$ cat config.mk
export PLATFORM = sky130hd
export DESIGN_NAME = serial_tx_ctrl
export DESIGN_NICKNAME = d
export VERILOG_FILES = /design/src/rtl/serial_tx_pkg.sv /design/src/rtl/serial_tx_ctrl_piso_shift.sv /design/src/rtl/serial_tx_ctrl.sv
export SDC_FILE = /design/constraint.sdc
export NUM_CORES = 1
export LEC_CHECK = 0
export ABC_CLOCK_PERIOD_IN_PS = 1900
export BUFFER_PORTS_ARGS = -buffer_cell sky130_fd_sc_hd__clkbuf_2
export CORE_ASPECT_RATIO = 1.2
export CORE_MARGIN = 1.5
export CORE_UTILIZATION = 52
export DETAILED_ROUTE_END_ITERATION = 7
export MAX_ROUTING_LAYER = met4
export PLACE_DENSITY = 0.76
export REMOVE_ABC_BUFFERS = 1
export SLEW_MARGIN = 10
export SYNTH_ARGS = -nofsm -noshare
export SYNTH_HDL_FRONTEND = slang
export SYNTH_HIERARCHICAL = 1
export SYNTH_SLANG_ARGS = --single-unit
$ cat constraint.sdc
create_clock -name clk -period 1.9 [get_ports clk]
set_input_delay 0.38 -clock clk [delete_from_list [all_inputs] [get_ports clk]]
set_output_delay 0.38 -clock clk [all_outputs]
set_load 0.01 [all_outputs]
$ cat src/rtl/serial_tx_pkg.sv
// Shared state encoding, default parameters and counter sizing helper.
package serial_tx_pkg;

  typedef enum logic [1:0] {
    ST_IDLE   = 2'd0,
    ST_SHIFT  = 2'd1,
    ST_PARITY = 2'd2,
    ST_GAP    = 2'd3
  } state_e;

  localparam int DEF_DW        = 8;
  localparam int DEF_BAUD_DIV  = 4;
  localparam int DEF_PARITY_EN = 1;
  localparam int DEF_GAP_CYC   = 2;

  // Bits needed to count 0..range_n-1, never less than one.
  function automatic int cnt_w(input int range_n);
    return (range_n <= 2) ? 1 : $clog2(range_n);
  endfunction

endpackage

$ cat src/rtl/serial_tx_ctrl_piso_shift.sv
// Parallel-in serial-out shift register, MSB presented first.
module piso_shift #(
  parameter int DW = 8
) (
  input  logic          clk,
  input  logic          rst_n,
  input  logic          load_i,
  input  logic [DW-1:0] data_i,
  input  logic          shift_i,
  output logic          msb_o
);

  logic [DW-1:0] sreg_q;

  // Load wins over shift; shifting fills zeros from the LSB side.
  always_ff @(posedge clk or negedge rst_n) begin
    if (!rst_n)       sreg_q <= '0;
    else if (load_i)  sreg_q <= data_i;
    else if (shift_i) sreg_q <= {sreg_q[DW-2:0], 1'b0};
  end

  assign msb_o = sreg_q[DW-1];

endmodule

$ cat src/rtl/serial_tx_ctrl.sv
// Framed serial transmitter: data bits MSB first, optional even parity,
// then a forced idle gap. Abort cancels a frame without frame_done.
module serial_tx_ctrl
  import serial_tx_pkg::*;
#(
  parameter int DW        = DEF_DW,
  parameter int BAUD_DIV  = DEF_BAUD_DIV,
  parameter int PARITY_EN = DEF_PARITY_EN,
  parameter int GAP_CYC   = DEF_GAP_CYC
) (
  input  logic          clk,
  input  logic          reset,
  input  logic [DW-1:0] data_in,
  input  logic          data_valid,
  output logic          data_ready,
  input  logic          abort,
  output logic          sout,
  output logic          busy,
  output logic          frame_done
);

  localparam int BW = cnt_w(BAUD_DIV);
  localparam int CW = cnt_w(DW);
  localparam int GW = cnt_w(GAP_CYC);

  state_e        state_q, state_d;
  logic [BW-1:0] baud_q, baud_d;
  logic [CW-1:0] bit_q, bit_d;
  logic [GW-1:0] gap_q, gap_d;
  logic          par_q, par_d;
  logic          done_q, done_d;
  logic          load, shift, msb, handshake, baud_tc;

  assign data_ready = (state_q == ST_IDLE) && !abort;
  assign handshake  = data_valid && data_ready;
  assign baud_tc    = (baud_q == BW'(BAUD_DIV - 1));

  piso_shift #(.DW(DW)) u_piso (
    .clk     (clk),
    .rst_n   (reset),
    .load_i  (load),
    .data_i  (data_in),
    .shift_i (shift),
    .msb_o   (msb)
  );

  // State and counter registers, cleared asynchronously.
  always_ff @(posedge clk or negedge reset) begin
    if (!reset) begin
      state_q <= ST_IDLE;
      baud_q  <= '0;
      bit_q   <= '0;
      gap_q   <= '0;
      par_q   <= 1'b0;
      done_q  <= 1'b0;
    end else begin
      state_q <= state_d;
      baud_q  <= baud_d;
      bit_q   <= bit_d;
      gap_q   <= gap_d;
      par_q   <= par_d;
      done_q  <= done_d;
    end
  end

  // Next-state logic; done_d flags the transition into IDLE of a completed frame.
  always_comb begin
    state_d = state_q;
    baud_d  = baud_q;
    bit_d   = bit_q;
    gap_d   = gap_q;
    par_d   = par_q;
    done_d  = 1'b0;
    load    = 1'b0;
    shift   = 1'b0;
    case (state_q)
      ST_IDLE: begin
        if (handshake) begin
          load    = 1'b1;
          par_d   = ^data_in;
          baud_d  = '0;
          bit_d   = CW'(DW - 1);
          state_d = ST_SHIFT;
        end
      end
      ST_SHIFT: begin
        if (baud_tc) begin
          baud_d = '0;
          shift  = 1'b1;
          if (bit_q == '0) begin
            if (PARITY_EN != 0)   state_d = ST_PARITY;
            else if (GAP_CYC > 0) state_d = ST_GAP;
            else begin
              state_d = ST_IDLE;
              done_d  = 1'b1;
            end
          end else begin
            bit_d = bit_q - CW'(1);
          end
        end else begin
          baud_d = baud_q + BW'(1);
        end
      end
      ST_PARITY: begin
        if (baud_tc) begin
          baud_d = '0;
          if (GAP_CYC > 0) state_d = ST_GAP;
          else begin
            state_d = ST_IDLE;
            done_d  = 1'b1;
          end
        end else begin
          baud_d = baud_q + BW'(1);
        end
      end
      ST_GAP: begin
        if (gap_q == GW'(GAP_CYC - 1)) begin
          gap_d   = '0;
          state_d = ST_IDLE;
          done_d  = 1'b1;
        end else begin
          gap_d = gap_q + GW'(1);
        end
      end
      default: state_d = ST_IDLE;
    endcase
    // Cancelling a frame drops all progress and never reports completion.
    if (abort && (state_q != ST_IDLE)) begin
      state_d = ST_IDLE;
      baud_d  = '0;
      bit_d   = '0;
      gap_d   = '0;
      done_d  = 1'b0;
      shift   = 1'b0;
    end
  end

  assign busy       = (state_q != ST_IDLE);
  assign frame_done = done_q;
  // Line is low outside data/parity and while an abort is being requested.
  assign sout = !abort && (((state_q == ST_SHIFT) && msb) ||
                           ((state_q == ST_PARITY) && par_q));

endmodule

==> impl_results.html <==
<table>
<tr><th>Metric</th><th>Value</th></tr>
<tr><th colspan="2">Outcome</th></tr>
<tr><td>Result of the run</td><td>finished, final reports clean</td></tr>
<tr><th colspan="2">Route</th></tr>
<tr><td>Total iterations of the first detailed-routing run</td><td>4</td></tr>
<tr><td>DR vias/cell</td><td>approximately 5.2</td></tr>
<tr><td>Final wirelength</td><td>between 2000 and 2500 microns</td></tr>
<tr><td>Via count</td><td>roughly 860</td></tr>
<tr><td>Drt wl/cell</td><td>~13 microns</td></tr>
<tr><td>Initial drt markers</td><td>9</td></tr>
<tr><td>Antenna-violating nets left</td><td>0</td></tr>
<tr><td>DRC violations left</td><td>0</td></tr>
<tr><th colspan="2">STA</th></tr>
<tr><td>Ratio of final minimum period to clock period</td><td>0.940</td></tr>
<tr><td>Number of failing setup endpoints in the final timing report</td><td>0</td></tr>
<tr><td>Setup repair after global routing missed its margin</td><td>false</td></tr>
<tr><td>Final min period</td><td>1.79 ns</td></tr>
<tr><td>Worst hold slack</td><td>~0.017 ns</td></tr>
<tr><td>Hold violation total from the final report</td><td>0</td></tr>
<tr><td>Slew margin rel.</td><td>0.695</td></tr>
<tr><td>Slew of the pin with the lowest slew margin</td><td>0.458 ns</td></tr>
<tr><td>Total Neg Setup Slack</td><td>0 ns</td></tr>
<tr><td>Final worst clock skew</td><td>0.00770 ns</td></tr>
<tr><td>Final Max Tran Viols</td><td>0</td></tr>
<tr><td>Peak clock frequency supported by timing</td><td>roughly 0.56 GHz</td></tr>
<tr><th colspan="2">Power and ir drop</th></tr>
<tr><td>Sw Share</td><td>0.388</td></tr>
<tr><td>Switching power</td><td>~0.77 mW</td></tr>
<tr><td>Combinational fraction of design power</td><td>0.547</td></tr>
<tr><td>Portion of total power attributed to the clock network</td><td>0.119</td></tr>
<tr><td>Standby leakage power</td><td>0.642 nW</td></tr>
<tr><td>Sequential fraction of design power</td><td>0.334</td></tr>
<tr><td>VDD IR max</td><td>between 0.6 and 0.7 mV</td></tr>
<tr><td>Internal power contribution</td><td>1.22 mW</td></tr>
<tr><td>Cell area power density</td><td>between 1000 and 1500 mW/mm^2</td></tr>
<tr><th colspan="2">Setup path</th></tr>
<tr><td>Category of the most critical setup path</td><td>flop to output port</td></tr>
<tr><td>Endpoint class of the critical path</td><td>output port</td></tr>
<tr><td>CP required</td><td>between 1.5 and 2 ns</td></tr>
<tr><td>Arrival time at the worst endpoint</td><td>1.41 ns</td></tr>
<tr><td>Critical path buffer and inverter count</td><td>2</td></tr>
<tr><td>Library cell contributing the largest single delay on the critical path</td><td>sky130_fd_sc_hd__dfrtp_1</td></tr>
<tr><td>Highest cell delay on the worst timing path</td><td>between 0.3 and 0.4 ns</td></tr>
<tr><td>Peak fanout along the critical path</td><td>4</td></tr>
<tr><td>Depth of the worst register-to-register path</td><td>7</td></tr>
<tr><td>CP cell instances</td><td>buf_4 &gt; ha_1 &gt; a22oi_1 &gt; nor2_1 &gt; clkbuf_2</td></tr>
<tr><td>Largest delay share family, worst path</td><td>flip-flops</td></tr>
<tr><td>Kind of start point of the critical path</td><td>flop</td></tr>
<tr><td>R2R setup slack</td><td>~0.13 ns</td></tr>
<tr><td>WP depth</td><td>5</td></tr>
<tr><th colspan="2">Layout</th></tr>
<tr><td>Final Net Count</td><td>roughly 160</td></tr>
<tr><td>Syn-to-layout area delta</td><td>14.6%</td></tr>
<tr><td>Number of antenna repair diodes</td><td>0</td></tr>
<tr><td>Fill cell instance count of the final layout</td><td>around 190</td></tr>
<tr><td>Layout cells sized above 1</td><td>0.289</td></tr>
<tr><th colspan="2">Floorplanning</th></tr>
<tr><td>Initial standard-cell utilization of the core</td><td>0.556</td></tr>
<tr><td>Area inside the core boundary</td><td>around 0.0021 sq mm</td></tr>
<tr><td>Width of the die</td><td>about 46 microns</td></tr>
<tr><td>Cell row count</td><td>18</td></tr>
<tr><td>Die footprint</td><td>roughly 0.0025 sq mm</td></tr>
<tr><td>Overall die height</td><td>approximately 55 microns</td></tr>
<tr><td>Count of pins on the block boundary</td><td>16</td></tr>
<tr><th colspan="2">Global routing</th></tr>
<tr><td>Vias in the first global route</td><td>around 840</td></tr>
<tr><td>Wire length of the first global-routing pass</td><td>about 3500 microns</td></tr>
<tr><td>Maximum number of pins on one net before global-route repair</td><td>19</td></tr>
<tr><td>Remaining global-route overflow</td><td>0</td></tr>
<tr><td>Number of antenna violations at the first check in global routing</td><td>0</td></tr>
<tr><td>Overall track demand over capacity in global routing</td><td>0.200</td></tr>
<tr><th colspan="2">Synth</th></tr>
<tr><td>Commonest cells in the synthesized netlist</td><td>18 x sky130_fd_sc_hd__dfrtp_1, 10 x sky130_fd_sc_hd__a21oi_1, 9 x sky130_fd_sc_hd__ha_1, 9 x sky130_fd_sc_hd__nand2_1</td></tr>
<tr><td>Compound-gate portion of the synthesized area</td><td>0.147</td></tr>
<tr><td>Number of cells produced by synthesis</td><td>about 110</td></tr>
<tr><td>Number of warnings reported in the yosys synthesis log</td><td>6</td></tr>
<tr><td>Largest family of logic cells by synthesized area</td><td>simple AND/OR/NAND/NOR gates</td></tr>
<tr><td>Fraction of post-synthesis cell area in the top cell type by area</td><td>0.387</td></tr>
<tr><td>Number of distinct library cell variants in the gate-level netlist after synthesis</td><td>31</td></tr>
<tr><td>Dominant cell type by area after synthesis</td><td>sky130_fd_sc_hd__dfrtp_1</td></tr>
<tr><td>Mean instance size in the synthesized netlist</td><td>between 10 and 15 sq um</td></tr>
<tr><td>Most used flip-flop cell after synthesis</td><td>sky130_fd_sc_hd__dfrtp_1</td></tr>
<tr><td>Adder and majority cell fraction of the synthesized area</td><td>0.0967</td></tr>
<tr><td>Sequential element share of the synthesized area</td><td>0.387</td></tr>
<tr><td>Synthesis-stage register bit count</td><td>18</td></tr>
<tr><td>Mux contribution to synthesized area</td><td>0.0945</td></tr>
<tr><td>Post-synth design cell area</td><td>around 0.0012 sq mm</td></tr>
<tr><td>Share of flip-flops with an asynchronous set or reset</td><td>1.00</td></tr>
<tr><td>Count leader, synth</td><td>sky130_fd_sc_hd__dfrtp_1</td></tr>
<tr><td>Post-synthesis share of cell area spent on and, or, nand and nor gates</td><td>0.159</td></tr>
<tr><td>Xor/xnor cell area share of the yosys netlist</td><td>0.0602</td></tr>
<tr><td>EDFF count, synth</td><td>0</td></tr>
<tr><td>Top cells by area in the synthesized netlist</td><td>sky130_fd_sc_hd__dfrtp_1 39%, sky130_fd_sc_hd__ha_1 9.7%, sky130_fd_sc_hd__mux2i_1 6.9%</td></tr>
<tr><th colspan="2">Clocking</th></tr>
<tr><td>H-tree levels</td><td>1</td></tr>
<tr><td>Num Clock Sinks</td><td>18</td></tr>
<tr><td>Clock buffer depth</td><td>2</td></tr>
<tr><td>Clk Tree Root Cell</td><td>sky130_fd_sc_hd__clkbuf_4</td></tr>
<tr><td>Clock transition time at the flip-flop clock pins of the worst setup and hold paths</td><td>0.11 ns</td></tr>
<tr><td>Clock latency at the later pin of the worst-skew pair</td><td>~0.29 ns</td></tr>
<tr><td>Count of hold-fix buffers inserted at cts</td><td>0</td></tr>
<tr><td>TritonCTS clock tree</td><td>yes</td></tr>
<tr><td>Number of buffers added by the clock tree synthesis step</td><td>3</td></tr>
<tr><th colspan="2">Place</th></tr>
<tr><td>Count of input and output buffers</td><td>15</td></tr>
<tr><td>Final RePlAce weighted congestion</td><td>about 0.86</td></tr>
<tr><td>Total half-perimeter wirelength after legalization and detailed placement</td><td>between 1500 and 2000 microns</td></tr>
<tr><th colspan="2">Flow run</th></tr>
<tr><td>Max Cap Violations</td><td>0</td></tr>
<tr><th colspan="2">Worst hold path</th></tr>
<tr><td>Class of the tightest hold or removal check</td><td>input port to async pin</td></tr>
</table>
==> cell families (layout without fill, tap and decap cells) <==
group / after synthesis / after routing
fa+ha+maj: 9 / 9
xor+xnor: 8 / 8
simple gates: 32 / 32
flops: 18 / 18
compound gates: 26 / 26
buf+inv: 11 / 32
mux: 10 / 10
==> registers in the layout, indices dropped and copies added (netlist names) <==
signal / cells
frame_done: 1
par_q: 1
baud_q: 2
bit_q: 3
u_piso/sreg_q: 8
gap_q: 1
state_q: 2
==> stage by stage <==
stage	setup slack [ns]	power, mW	util	cells	area [sq um]
after global placement	0.150	1.66	0.609	160	1280
after detailed placement	0.0988	1.71	0.609	160	1280
after CTS	0.0303	1.96	0.628	164	1320
final	0.113	1.99	0.637	165	1340
after floorplan	0.108	1.42	-	110	1130
after global routing	0.00985	2.15	0.637	165	1340
==> cell type report <==
class                           instances  area (sq um)  share of cell area
Sequential cell                        18           452               0.338
Clock buffer                            4          36.3              0.0272
Multi-Input combinational cell         85           663               0.497
Tap cell                               30          37.5              0.0281
Inverter                                7          26.3              0.0197
Timing Repair Buffer                   21           120              0.0900
==> layout by cell type (no fill, tap or decap), drive strengths merged, types with 5 or more instances in the layout <==
cell type,n
dfrtp,18
nand2,9
o21ai,9
mux2i,8
clkbuf,19
xnor2,8
a21oi,11
ha,9
inv,7
buf,6
nor2,5
==> timing repair <==
action,in CTS,in global routing
endpoints found under the setup margin,1,9
setup buffers,0,1
gates resized for setup,1,4
==> per-layer routing <==
metal / vias to the layer above / track usage / part of all wire
li1: 430 / - / -
met2: 13 / 0.326 / 0.51
met5: - / - / 0
met1: 410 / 0.238 / 0.46
met4: 0 / 0.114 / 0.014
met3: 4 / 0.0198 / 0.023
==> power groups by stage <==
stage	registers, mW	clock network (mW)	logic (mW)
after floorplan	0.638	0	0.779
after global placement	0.653	0	1.01
after detailed placement	0.662	0	1.05
after CTS	0.655	0.245	1.06
after global routing	0.683	0.269	1.20
final	0.664	0.237	1.09
==> worst paths after layout <==
check	endpoint	from
worst max-delay path	sout	state_q[1]
worst min-delay path	u_piso/sreg_q[5]	reset
worst max register to register	state_q[0]	state_q[0]
worst min register to register	bit_q[1]	bit_q[1]
max in group asynchronous	state_q[0]	reset
min in group clk	u_piso/sreg_q[1]	data_in[1]
(Power assumes the default switching activity.)
